==> config.mk <==
export PLATFORM = sky130hd
export DESIGN_NAME = can_tx_mailbox_flat
export DESIGN_NICKNAME = d
export VERILOG_FILES = /design/src/rtl/can_tx_mailbox_pkg.sv /design/src/rtl/can_tx_mailbox_if.sv /design/src/rtl/can_tx_mailbox_prio_sel.sv /design/src/rtl/can_tx_mailbox.sv /design/src/flat_wrapper.sv
export SDC_FILE = /design/constraint.sdc
export NUM_CORES = 2
export LEC_CHECK = 0
export ABC_AREA = 0
export CAP_MARGIN = 5
export CORE_UTILIZATION = 48
export DETAILED_ROUTE_END_ITERATION = 10
export PLACE_DENSITY = 0.73
export SYNTH_ARGS = -nofsm -noshare
export SYNTH_HDL_FRONTEND = slang
export SYNTH_HIERARCHICAL = 1
export SYNTH_SLANG_ARGS = --single-unit
==> constraint.sdc <==
create_clock -name clk -period 23.2 [get_ports clk]
set_input_delay 3.48 -clock clk [delete_from_list [all_inputs] [get_ports clk]]
set_output_delay 3.48 -clock clk [all_outputs]
set_load 0.1 [all_outputs]
==> src/rtl/can_tx_mailbox_pkg.sv <==
// Shared types and constants for the CAN transmit mailbox.
// Latency: n/a (types and constants only).
// Backpressure: n/a.
package can_tx_pkg;

    localparam int MAX_BYTES = 8;
    // Widest identifier the block supports (29-bit extended frames).
    localparam int MAX_ID_W  = 29;

    typedef enum logic [1:0] {
        IDLE = 2'd0,
        ARB  = 2'd1,
        REQ  = 2'd2,
        WAIT = 2'd3
    } state_t;

    // Identifiers are stored zero-extended to MAX_ID_W. This keeps the
    // ordering identical to a native ID_W compare.
    typedef struct packed {
        logic [MAX_ID_W-1:0] id;
        logic                rtr;
        logic [3:0]          dlc;
    } hdr_t;

endpackage

==> src/rtl/can_tx_mailbox_if.sv <==
// Mailbox <-> frame generator link: request/ack plus the selected frame.
// Latency: n/a (wires only).
// Backpressure: frame_gen_intl is held until fg_ack; the result then comes back on tx_success/tx_fail.
// master: mailbox side (drives request and frame); slave: frame generator side.
interface can_tx_mailbox_if #(
    parameter int NUM_MB = 10,
    parameter int ID_W   = 11
);
    localparam int MBW = $clog2(NUM_MB);

    logic            frame_gen_intl;
    logic            fg_ack;
    logic [ID_W-1:0] tx_id;
    logic            tx_rtr;
    logic [3:0]      tx_dlc;
    logic [63:0]     tx_data;
    logic [MBW-1:0]  tx_mb;
    logic            tx_success;
    logic            tx_fail;

    modport master (
        output frame_gen_intl, tx_id, tx_rtr, tx_dlc, tx_data, tx_mb,
        input  fg_ack, tx_success, tx_fail
    );

    modport slave (
        input  frame_gen_intl, tx_id, tx_rtr, tx_dlc, tx_data, tx_mb,
        output fg_ack, tx_success, tx_fail
    );
endinterface

==> src/rtl/can_tx_mailbox_prio_sel.sv <==
// Picks the pending mailbox with the lowest identifier; ties go to the lowest index.
// Latency: combinational.
// Backpressure: none; the result is sampled by the caller in its ARB state.
// Ports: pending_i (pending mask), ids_i (zero-extended ids), vld_o (any pending), idx_o (winner).
module can_tx_prio_sel
    import can_tx_pkg::*;
#(
    parameter  int NUM_MB = 10,
    localparam int MBW    = $clog2(NUM_MB)
) (
    input  logic [NUM_MB-1:0]               pending_i,
    input  logic [NUM_MB-1:0][MAX_ID_W-1:0] ids_i,
    output logic                            vld_o,
    output logic [MBW-1:0]                  idx_o
);
    logic                found;
    logic [MAX_ID_W-1:0] best_id;
    logic [MBW-1:0]      best_idx;

    // A strict '<' means a later mailbox with an equal id never displaces
    // an earlier one, so ties resolve to the lowest index.
    always_comb begin
        found    = 1'b0;
        best_id  = '1;
        best_idx = '0;
        for (int i = 0; i < NUM_MB; i++) begin
            if (pending_i[i] && (!found || (ids_i[i] < best_id))) begin
                found    = 1'b1;
                best_id  = ids_i[i];
                best_idx = MBW'(i);
            end
        end
    end

    assign vld_o = found;
    assign idx_o = best_idx;
endmodule

==> src/rtl/can_tx_mailbox.sv <==
// Multi-mailbox CAN transmit buffer: lowest-id pending frame goes to the frame generator; failed frames retry after re-arbitration.
// Latency: commit -> request in 3 cycles; tx_fail -> next request in 3 cycles; tx_success -> tx_done next cycle.
// Backpressure: the request is held until fg_ack; host writes to a pending mailbox are dropped.
// Optional retry limit: CAN_TX_RETRY_LIMIT_EN (drop after MAX_RETRY failures, pulse tx_err).
// Ports: host writes (hdr_ld/hdr_*, wr_en/wr_mb/wr_idx/data_in); commit tx_buff_ld.
// Ports: status mb_pending/tx_buff_busy; results tx_done/tx_done_mb/tx_err; frame generator link fg.
module can_tx_mailbox
    import can_tx_pkg::*;
#(
    parameter  int NUM_MB    = 10,
    parameter  int ID_W      = 11,
    parameter  int MAX_RETRY = 16,
    localparam int MBW       = $clog2(NUM_MB)
) (
    input  logic              clk,
    input  logic              g_rst,
    input  logic              hdr_ld,
    input  logic [ID_W-1:0]   hdr_id,
    input  logic              hdr_rtr,
    input  logic [3:0]        hdr_dlc,
    input  logic              wr_en,
    input  logic [MBW-1:0]    wr_mb,
    input  logic [2:0]        wr_idx,
    input  logic [7:0]        data_in,
    input  logic [NUM_MB-1:0] tx_buff_ld,
    output logic [NUM_MB-1:0] mb_pending,
    output logic              tx_buff_busy,
    output logic              tx_done,
    output logic [MBW-1:0]    tx_done_mb,
    output logic              tx_err,
    can_tx_mailbox_if.master  fg
);
    if (NUM_MB < 2 || NUM_MB > 16 || ID_W < 1 || ID_W > MAX_ID_W || MAX_RETRY < 1) begin : g_param_check
        $error("can_tx_mailbox: parameter out of range");
    end

    state_t                          state_q, state_d;
    logic [NUM_MB-1:0]               pending_q, pending_d;
    hdr_t                            hdr_q  [NUM_MB];
    logic [7:0]                      data_q [NUM_MB][MAX_BYTES];
    logic [NUM_MB-1:0][MAX_ID_W-1:0] ids;
    logic                            sel_vld;
    logic [MBW-1:0]                  sel_idx;
    logic [63:0]                     sel_payload;
    logic [ID_W-1:0]                 tx_id_q;
    logic                            tx_rtr_q;
    logic [3:0]                      tx_dlc_q;
    logic [63:0]                     tx_data_q;
    logic [MBW-1:0]                  tx_mb_q;
    logic                            tx_done_q;
    logic [MBW-1:0]                  tx_done_mb_q;
    logic                            arb_load, tx_ok, tx_bad, drop, wr_ok;

    always_comb begin
        for (int i = 0; i < NUM_MB; i++) begin
            ids[i] = hdr_q[i].id;
        end
    end

    can_tx_prio_sel #(.NUM_MB(NUM_MB)) u_prio_sel (
        .pending_i (pending_q),
        .ids_i     (ids),
        .vld_o     (sel_vld),
        .idx_o     (sel_idx)
    );

    always_comb begin
        sel_payload = '0;
        for (int k = 0; k < MAX_BYTES; k++) begin
            sel_payload[8*k +: 8] = data_q[sel_idx][k];
        end
    end

    always_ff @(posedge clk) begin
        if (!g_rst) state_q <= IDLE;
        else        state_q <= state_d;
    end

    // tx_success/tx_fail are only looked at in WAIT; success has priority.
    always_comb begin
        state_d  = state_q;
        arb_load = 1'b0;
        tx_ok    = 1'b0;
        tx_bad   = 1'b0;
        case (state_q)
            IDLE: if (|pending_q) state_d = ARB;
            ARB: begin
                if (sel_vld) begin
                    arb_load = 1'b1;
                    state_d  = REQ;
                end else begin
                    state_d  = IDLE;
                end
            end
            REQ:  if (fg.fg_ack) state_d = WAIT;
            WAIT: begin
                if (fg.tx_success) begin
                    tx_ok   = 1'b1;
                    state_d = IDLE;
                end else if (fg.tx_fail) begin
                    tx_bad  = 1'b1;
                    state_d = IDLE;
                end
            end
            default: state_d = IDLE;
        endcase
    end

`ifdef CAN_TX_RETRY_LIMIT_EN
    localparam int RW = $clog2(MAX_RETRY + 1);
    logic [RW-1:0] retry_q [NUM_MB];
    logic          tx_err_q;

    // The failure that would make the count reach MAX_RETRY drops the frame.
    assign drop = tx_bad && (retry_q[tx_mb_q] == RW'(MAX_RETRY - 1));

    always_ff @(posedge clk) begin
        if (!g_rst) begin
            tx_err_q <= 1'b0;
            for (int i = 0; i < NUM_MB; i++) retry_q[i] <= '0;
        end else begin
            tx_err_q <= drop;
            if (tx_ok || drop)  retry_q[tx_mb_q] <= '0;
            else if (tx_bad)    retry_q[tx_mb_q] <= retry_q[tx_mb_q] + 1'b1;
        end
    end
    assign tx_err = tx_err_q;
`else
    assign drop   = 1'b0;
    assign tx_err = 1'b0;
`endif

    // Clearing is applied after the commit OR, so a re-commit of the
    // mailbox being retired in the same cycle does not resurrect it.
    always_comb begin
        pending_d = pending_q | tx_buff_ld;
        if (tx_ok || drop) pending_d[tx_mb_q] = 1'b0;
    end

    assign wr_ok = (32'(wr_mb) < NUM_MB) && !pending_q[wr_mb];

    always_ff @(posedge clk) begin
        if (!g_rst) begin
            pending_q    <= '0;
            tx_done_q    <= 1'b0;
            tx_done_mb_q <= '0;
            tx_id_q      <= '0;
            tx_rtr_q     <= 1'b0;
            tx_dlc_q     <= '0;
            tx_data_q    <= '0;
            tx_mb_q      <= '0;
            for (int i = 0; i < NUM_MB; i++) begin
                hdr_q[i] <= '0;
                for (int k = 0; k < MAX_BYTES; k++) data_q[i][k] <= '0;
            end
        end else begin
            pending_q <= pending_d;
            tx_done_q <= tx_ok;
            if (tx_ok) tx_done_mb_q <= tx_mb_q;
            if (wr_ok && hdr_ld) hdr_q[wr_mb] <= '{id: MAX_ID_W'(hdr_id), rtr: hdr_rtr, dlc: hdr_dlc};
            if (wr_ok && wr_en)  data_q[wr_mb][wr_idx] <= data_in;
            if (arb_load) begin
                tx_id_q   <= hdr_q[sel_idx].id[ID_W-1:0];
                tx_rtr_q  <= hdr_q[sel_idx].rtr;
                tx_dlc_q  <= hdr_q[sel_idx].dlc;
                tx_data_q <= sel_payload;
                tx_mb_q   <= sel_idx;
            end
        end
    end

    assign mb_pending        = pending_q;
    assign tx_buff_busy      = |pending_q;
    assign tx_done           = tx_done_q;
    assign tx_done_mb        = tx_done_mb_q;
    assign fg.frame_gen_intl = (state_q == REQ);
    assign fg.tx_id          = tx_id_q;
    assign fg.tx_rtr         = tx_rtr_q;
    assign fg.tx_dlc         = tx_dlc_q;
    assign fg.tx_data        = tx_data_q;
    assign fg.tx_mb          = tx_mb_q;
endmodule

==> src/flat_wrapper.sv <==
// flat-port wrapper written by rule: the top's interface ports become plain ports
module can_tx_mailbox_flat import can_tx_pkg::*;
#(
    parameter  int NUM_MB    = 10,
    parameter  int ID_W      = 11,
    parameter  int MAX_RETRY = 16,
    localparam int MBW       = $clog2(NUM_MB)
)
  (clk, g_rst, hdr_ld, hdr_id, hdr_rtr, hdr_dlc, wr_en, wr_mb, wr_idx, data_in, tx_buff_ld, mb_pending, tx_buff_busy, tx_done, tx_done_mb, tx_err, fg_frame_gen_intl, fg_tx_id, fg_tx_rtr, fg_tx_dlc, fg_tx_data, fg_tx_mb, fg_fg_ack, fg_tx_success, fg_tx_fail);
  can_tx_mailbox_if #(.NUM_MB(NUM_MB), .ID_W(ID_W)) fg_i ();
  input  logic clk;
  input  logic g_rst;
  input  logic hdr_ld;
  input  logic [ID_W-1:0] hdr_id;
  input  logic hdr_rtr;
  input  logic [3:0] hdr_dlc;
  input  logic wr_en;
  input  logic [MBW-1:0] wr_mb;
  input  logic [2:0] wr_idx;
  input  logic [7:0] data_in;
  input  logic [NUM_MB-1:0] tx_buff_ld;
  output logic [NUM_MB-1:0] mb_pending;
  output logic tx_buff_busy;
  output logic tx_done;
  output logic [MBW-1:0] tx_done_mb;
  output logic tx_err;
  output wire logic [$bits(fg_i.frame_gen_intl)-1:0] fg_frame_gen_intl;
  output wire logic [$bits(fg_i.tx_id)-1:0] fg_tx_id;
  output wire logic [$bits(fg_i.tx_rtr)-1:0] fg_tx_rtr;
  output wire logic [$bits(fg_i.tx_dlc)-1:0] fg_tx_dlc;
  output wire logic [$bits(fg_i.tx_data)-1:0] fg_tx_data;
  output wire logic [$bits(fg_i.tx_mb)-1:0] fg_tx_mb;
  input wire logic [$bits(fg_i.fg_ack)-1:0] fg_fg_ack;
  input wire logic [$bits(fg_i.tx_success)-1:0] fg_tx_success;
  input wire logic [$bits(fg_i.tx_fail)-1:0] fg_tx_fail;
  assign fg_frame_gen_intl = fg_i.frame_gen_intl;
  assign fg_tx_id = fg_i.tx_id;
  assign fg_tx_rtr = fg_i.tx_rtr;
  assign fg_tx_dlc = fg_i.tx_dlc;
  assign fg_tx_data = fg_i.tx_data;
  assign fg_tx_mb = fg_i.tx_mb;
  assign fg_i.fg_ack = fg_fg_ack;
  assign fg_i.tx_success = fg_tx_success;
  assign fg_i.tx_fail = fg_tx_fail;
  can_tx_mailbox #(.NUM_MB(NUM_MB), .ID_W(ID_W), .MAX_RETRY(MAX_RETRY)) u_core (.clk(clk), .g_rst(g_rst), .hdr_ld(hdr_ld), .hdr_id(hdr_id), .hdr_rtr(hdr_rtr), .hdr_dlc(hdr_dlc), .wr_en(wr_en), .wr_mb(wr_mb), .wr_idx(wr_idx), .data_in(data_in), .tx_buff_ld(tx_buff_ld), .mb_pending(mb_pending), .tx_buff_busy(tx_buff_busy), .tx_done(tx_done), .tx_done_mb(tx_done_mb), .tx_err(tx_err), .fg(fg_i));
endmodule
# [Word level (Yosys, flattened, before mapping)]
# Memory sizes are Yosys's and may differ from the RTL's. A register that Yosys moved wholly into a read port is not among the register bits.
# Index checks and enable logic that the tools add are counted.
# W data, S select, Z words.
[op_classes] n_lt_le_gt_ge=15 n_eq_ne=6 n_mux=58 n_bitwise=4 reduce_logical=40
[op_table] cell="$lt A29 B29 Y1" n=9
[op_table] cell="$mux W29" n=9
[op_table] cell="$mux W64" n=3
[op_table] cell="$reduce_or A64 Y1" n=1
[op_table] cell="$mux W4" n=10
[op_table] cell="$demux W8 S3" n=1
[op_table] cell="$mux W1" n=24
[op_table] cell="$mux W16" n=1
[op_table] cell="$reduce_or A16 Y1" n=1
[op_table] cell="$logic_and A1 B1 Y1" n=14
[op_table] cell="$logic_not A1 Y1" n=12
[op_table] cell="$and A10 B10 Y10" n=1
[op_table] cell="$lt A4 B5 Y1 const B" n=2
[op_table] cell="$mux W10" n=1
[op_table] cell="$mux W2" n=5
[op_table] cell="$not A10 Y10" n=1
[op_table] cell="$or A10 B10 Y10" n=1
[op_table] cell="$reduce_or A10 Y1" n=1
[op_table] cell="$logic_or A1 B1 Y1" n=9
[op_table] cell="$mux W8" n=1
[op_table] cell="$pmux W2 S4" n=1
[op_table] cell="$bmux W1 S4" n=1
[op_table] cell="$demux W1 S4" n=1
[op_table] cell="$eq A2 B2 Y1 const B" n=2
[op_table] cell="11 further kinds" n=11
[word_totals] regBits=21 mem_bits_rw=800 input_bits=48 output_inout_bits=102 n_memories=2
[memory_table] name="u_core.data_q" depth=10 width=64 read_ports=1 rd_clocked_by_memory_dff=1 wr=10 line="can_tx_mailbox.sv:40" source="logic [7:0] data_q [NUM_MB][MAX_BYTES];"
[memory_table] name="u_core.hdr_q" depth=10 width=16 read_ports=11 rd_clocked_by_memory_dff=1 wr=10 line="can_tx_mailbox.sv:39" source="hdr_t hdr_q [NUM_MB];"

# [Depth between registers and ports, before layout]
# An unclocked memory read counts as a cell.
[logic_depth] depth_word=40 mapped_depth=162 mapped_depth_nobuf=141

# [Modules after synthesis]
# The synthesis kept the hierarchy.
[modules_own_cells] module="can_tx_mailbox" n_inst=1 cells_per_inst=3636 area_each_um2=57353.8 seq_area_each_um2=40458.8
[modules_own_cells] module="can_tx_prio_sel" n_inst=1 cells_per_inst=1384 area_each_um2=9959.6 seq_area_each_um2=0.0

# [Least setup slack after synthesis]
# OpenSTA, ideal clock, no wires.
[synth_path] path_type="reg2reg" start="reg u_core.pending_q[0], in the netlist u_core/mb_pending[0]" end="reg u_core.tx_data_q[16], in the netlist u_core/fg.tx_data[16] (read register of u_core.data_q)" setup_time_ns=0.128 t_arrival_ns=24.794 setup_slack_ns=-1.723 path_stages_with_launch=131 path_buffers=22 period_less_slack_ns=24.923 cell_sequence="dfxtp_1 > clkbuf_1 > clkbuf_1 > nor2b_1 > ha_1 > a311oi_1 > o211ai_1 > a2111o_1 > a221o_1 > buf_2 > and2_4 > buf_6 > clkbuf_1 > clkbuf_1 > a21oi_1 > inv_1 > ha_1 > a21o_1 > (+95 left out) > nor2b_1 > o21ai_0 > nand2b_1 > a21oi_1 > o21ai_0 > a21o_1 > a21o_1 > a21oi_1 > o221ai_1 > a2111oi_0 > a211oi_2 > o21ai_0 > clkbuf_1 > clkbuf_1 > clkbuf_1 > mux2_2 > a22oi_1 > o21ai_0"
[synth_rtl] element="start, declared" line="can_tx_mailbox.sv:38" source="logic [NUM_MB-1:0] pending_q, pending_d;"
[synth_rtl] element="start signal, assigned" line="can_tx_mailbox.sv:157" source="pending_q <= pending_d;"
[synth_rtl] element="$mux W29 or $mux W1 (tied branches)" line="can_tx_mailbox_prio_sel.sv:27" source="if (pending_i[i] && (!found || (ids_i[i] < best_id))) begin"
[synth_rtl] element="$lt A29 B29 Y1 or $logic_not A1 Y1 (tied branches)" line="can_tx_mailbox_prio_sel.sv:27"
[synth_rtl] element="$logic_or A1 B1 Y1" line="can_tx_mailbox_prio_sel.sv:27"
[synth_rtl] element="$logic_and A1 B1 Y1" line="can_tx_mailbox_prio_sel.sv:27"
[synth_rtl] element="$mux W29 or $mux W1 (tied branches)" line="can_tx_mailbox_prio_sel.sv:27"
[synth_rtl] element="$lt A29 B29 Y1 or $logic_not A1 Y1 (tied branches)" line="can_tx_mailbox_prio_sel.sv:27"
[synth_rtl] element="$logic_or A1 B1 Y1" line="can_tx_mailbox_prio_sel.sv:27"
[synth_rtl] element="$logic_and A1 B1 Y1" line="can_tx_mailbox_prio_sel.sv:27"
[synth_rtl] element="(+22 left out)"
[synth_rtl] element="$logic_or A1 B1 Y1" line="can_tx_mailbox_prio_sel.sv:27"
[synth_rtl] element="$logic_and A1 B1 Y1" line="can_tx_mailbox_prio_sel.sv:27"
[synth_rtl] element="$mux W29 or $mux W1 (tied branches)" line="can_tx_mailbox_prio_sel.sv:27"
[synth_rtl] element="$lt A29 B29 Y1 or $logic_not A1 Y1 (tied branches)" line="can_tx_mailbox_prio_sel.sv:27"
[synth_rtl] element="$logic_or A1 B1 Y1" line="can_tx_mailbox_prio_sel.sv:27"
[synth_rtl] element="$logic_and A1 B1 Y1" line="can_tx_mailbox_prio_sel.sv:27"
[synth_rtl] element="$mux W4 *" line="can_tx_mailbox_prio_sel.sv:27"
[synth_rtl] element="net u_core.sel_idx[0]" line="can_tx_mailbox.sv:43" source="logic [MBW-1:0] sel_idx;"
[synth_rtl] element="end, declared" line="can_tx_mailbox.sv:48" source="logic [63:0] tx_data_q;"
# Mark *: on every way through the listed nets, which the timed path passes. The rest lies on a longest branch.
# A chain may end at the register's enable or synchronous reset.

# [Final worst setup path]
[layout_path] start="reg u_core.pending_q[0], in the netlist u_core/mb_pending[0]" end="reg u_core.tx_id_q[0], in the netlist u_core/fg.tx_id[0] (read register of u_core.hdr_q)"
[layout_rtl] element="$mux W29 or $mux W1 (tied branches)" line="can_tx_mailbox_prio_sel.sv:27"
[layout_rtl] element="$lt A29 B29 Y1 or $logic_not A1 Y1 (tied branches)" line="can_tx_mailbox_prio_sel.sv:27"
[layout_rtl] element="$logic_or A1 B1 Y1" line="can_tx_mailbox_prio_sel.sv:27"
[layout_rtl] element="$logic_and A1 B1 Y1" line="can_tx_mailbox_prio_sel.sv:27"
[layout_rtl] element="$mux W29 or $mux W1 (tied branches)" line="can_tx_mailbox_prio_sel.sv:27"
[layout_rtl] element="$lt A29 B29 Y1 or $logic_not A1 Y1 (tied branches)" line="can_tx_mailbox_prio_sel.sv:27"
[layout_rtl] element="$logic_or A1 B1 Y1" line="can_tx_mailbox_prio_sel.sv:27"
[layout_rtl] element="$logic_and A1 B1 Y1" line="can_tx_mailbox_prio_sel.sv:27"
[layout_rtl] element="(+22 left out)"
[layout_rtl] element="$logic_or A1 B1 Y1" line="can_tx_mailbox_prio_sel.sv:27"
[layout_rtl] element="$logic_and A1 B1 Y1" line="can_tx_mailbox_prio_sel.sv:27"
[layout_rtl] element="$mux W29 or $mux W1 (tied branches)" line="can_tx_mailbox_prio_sel.sv:27"
[layout_rtl] element="$lt A29 B29 Y1 or $logic_not A1 Y1 (tied branches)" line="can_tx_mailbox_prio_sel.sv:27"
[layout_rtl] element="$logic_or A1 B1 Y1" line="can_tx_mailbox_prio_sel.sv:27"
[layout_rtl] element="$logic_and A1 B1 Y1" line="can_tx_mailbox_prio_sel.sv:27"
[layout_rtl] element="$mux W4 *" line="can_tx_mailbox_prio_sel.sv:27"
[layout_rtl] element="net u_core.sel_idx[1]" line="can_tx_mailbox.sv:43"
[layout_rtl] element="end, declared" line="can_tx_mailbox.sv:45" source="logic [ID_W-1:0] tx_id_q;"
# Marks and branches as above.

==> impl_metrics.ini <==
[pwr]
power.static_leakage_nw = 30.18
vdd.ir_drop.worst_v = 0.0001673
power-per-cell-area_mw_per_mm2 = 107.6
design_power_total_w = 0.008591

[yosys]
synth-compound-area-share = 0.06444
post_synth_num_cell_types = 98
synth_mux_area_frac = 0.1576
synth_most_common_cell = edfxtp_1
post_synth_fa_ha_maj_area_fraction = 0.04193
yosysTopAreaCellShare = 0.5710
postSynthRegisterBits = 1381
synth_seq_area_share = 0.6011
combinational_family_with_the_most_area_after_synthesis = multiplexers
ys_top_cells_by_area = edfxtp_1 57%, mux4_2 11%, nor2_1 4.6%, ha_1 4.2%, dfxtp_1 3.0%
synth.avg_cell_area_sq_um = 13.41
yosys_most_used_dff = edfxtp_1
synth_xor_area_frac = 0.001654
synth-simple-area-share = 0.1028
ys_async_sr_fraction = 0
number_of_instances_in_the_synthesized_netlist = 5020
synth_warnings = 6
synth-edff-count = 1280
yosys.area.top_type = edfxtp_1
mappedNetlistArea_sq_mm = 0.06731
synth.cells.most_frequent = 1,280 x edfxtp_1, 828 x nor2_1, 322 x mux4_2, 289 x nand2_1, 230 x o21ai_0

[clock_tree]
cts-root-to-sink-buffers = 3
clock_latency_ns = 0.78
clk_transition_reported_paths_ns = 0.09
cts_hold_buf = 0
cts_sinks = 1381
htreeDepth = 4
cts_root_cell = clkbuf_16
cts_tree = done
numCtsBuffers = 143

[worst_setup_path]
timing.critical_path.max_delay_family = compound AO/OA/AOI/OAI gates
critPathMaxFanout = 16
worst-endpoint-required_ns = 23.84
crit_top_cell = a21oi_1
crit_slowest_cell = mux4_2
worst-path-buf-inv = 13
setup.worst_path.end_class = flip-flop
critical_path_class = reg -> reg
critical_path_arrival_ns = 22.86
worst_path_largest_cell_delay_ns = 0.51
start_kind = flip-flop

[timing]
number_of_hold_violations_in_the_final_report = 0
maxSlewHeadroom = 0.1872
transition_time_of_the_tightest_slew_check_pin_ns = 1.206
period_share = 0.9580
timing.clock.skew_ns = 0.05044
min_period_ns = 22.23
hold_ws_ns = 0.4798
finalSetupViolCount = 0
report.final.slew_viol_count = 0
clock.fmax_mhz = 44.99

[global_route]
global_route.usage.total = 0.2632
maximum_number_of_pins_on_one_net_before_global_route_repair = 145
first_global_vias = 45568
antenna_violations_before_repair = 7
gr-total-overflow = 0
grt_first_pass_wirelength_microns = 277800

[finish]
flow.area_growth_from_synthesis_pct = 18.58
final_core_util = 0.5727
final_cell_count_no_fill = 8020
multi_input_comb_area_sq_mm = 0.02825
seqCellArea_sq_mm = 0.04046
nFillCells = 11069
final_nets = 6298
final_layout_size_suffix_gt1_frac = 0.1558

[detailed_routing]
drcViolationCount = 0
drt-pass1-iter-count = 6
route.detailed.vias_per_inst = 5.722
ant_nets = 0
drtIter0Drc = 5398
num_vias = 45888
drt-wirelength-per-cell_microns = 23.56
drt_wl_total_microns = 188900

[min_path]
hold_class = reg -> reg

[floorplan]
floorplan.initialDensity = 0.4830
placeableCoreArea_sq_mm = 0.1394
floorplan.die_area_sq_mm = 0.1417
row_count = 137
die_width_microns = 376.5
die-height_microns = 376.5
ios = 150

[placed_design]
gpl.final_weighted_congestion = 0.9090
buffer_ports.inserted = 148
dp_cells = 7702
detailedPlacementHpwl_microns = 119700

[job]
drv_cap = 0

[run_status]
outcome = complete, no violations
final timing paths:
check / start / end / slack [ns] / depth (start not counted)
max: u_core/mb_pending[0]$_SDFF_PN0_ / u_core/fg.tx_id[0]$_SDFFE_PN0P_ / 0.97 / 115
max reg2reg: u_core/mb_pending[0]$_SDFF_PN0_ / u_core/fg.tx_id[0]$_SDFFE_PN0P_ / 0.97 / 115
min: u_core/tx_done_mb[3]$_SDFFE_PN0P_ / u_core/tx_done_mb[3]$_SDFFE_PN0P_ / 0.48 / 2
min reg2reg: u_core/tx_done_mb[3]$_SDFFE_PN0P_ / u_core/tx_done_mb[3]$_SDFFE_PN0P_ / 0.48 / 2
state kept, by name, indices dropped and copies added (netlist names), named ones only:
signal and flops:
u_core/data_q 1024, u_core/fg.tx_data 64, u_core/fg.tx_dlc 4, u_core/fg.tx_id 11, u_core/fg.tx_mb 4, u_core/fg.tx_rtr 1
u_core/hdr_q 256, u_core/mb_pending 10, u_core/state_q 1, u_core/tx_done 1, u_core/tx_done_mb 4
through the flow:
step | cell area (sq um) | TNS, ns | setup slack, ns
after detailed placement | 74310 | -51.86 | -0.7199
final | 79820 | 0 | 0.9736
after global placement | 74310 | -14.27 | -0.2550
after floorplan | 70440 | 0 | 0.02935
after CTS | 79170 | 0 | 0.03097
after global routing | 79820 | -5.016 | -0.1309
per-layer routing:
metal	up-vias	GRT usage	share of wire
li1	20225	-	-
met3	513	0.05883	0.11
met2	2617	0.4415	0.49
met4	10	0.1167	0.049
met1	22523	0.3261	0.36
met5	-	0	0.00032
area by class of cell:
cell class | instances | share of cell area
Clock inverter | 54 | 0.006976
Tap cell | 1876 | 0.02941
Clock buffer | 208 | 0.05057
Inverter | 184 | 0.008653
Multi-Input combinational cell | 3956 | 0.3540
Timing Repair Buffer | 360 | 0.04345
Antenna cell | 1 | 0.00003135
Sequential cell | 1381 | 0.5069
logic make-up after synthesis:
group	Yosys count
AO/OA/AOI/OAI	669
XOR/XNOR	11
adder cells (fa/ha/maj)	226
buffers and inverters	506
flip-flops	1381
multiplexers	641
other	1
AND/OR/NAND/NOR	1585
layout by cell type (no fill, tap or decap), types with 41 or more instances in the layout:
cell	count
nand4_1	41
a21o_1	47
buf_4	175
mux2i_1	181
clkbuf_16	152
mux4_2	322
a22oi_1	81
ha_1	224
o21ai_0	208
conb_1	821
nand3_1	73
edfxtp_1	1280
nor2b_1	72
clkdlybuf4s50_1	133
a21oi_1	135
dfxtp_1	100
clkbuf_1	47
nand2_1	286
inv_1	184
mux2_2	113
nor3_1	162
nor2_1	826
timing repair:
| action | in CTS | in global routing |
|---|---|---|
| gates resized for setup | 11 | 61 |
| buffers inserted | 6 | 30 |
| pin swaps | 3 | 10 |
| gates cloned | 5 | 8 |
| setup endpoints to repair | 80 | 84 |
tightest hold or removal path, stage by stage, from the launching register on:
cell	delay (ns)
dfxtp_1	0.31
nand2_1	0.05
a21boi_0	0.07
where the power goes:
| group | switching [W] | internal, W | leakage, nW |
|---|---|---|---|
| Sequential | 0.000111 | 0.00289 | 13.9 |
| Combinational | 0.00189 | 0.00145 | 14.1 |
| Clock | 0.000977 | 0.00128 | 2.22 |
| Total | 0.00298 | 0.00561 | 30.2 |
Note: power is estimated with default switching activity, not from simulation.
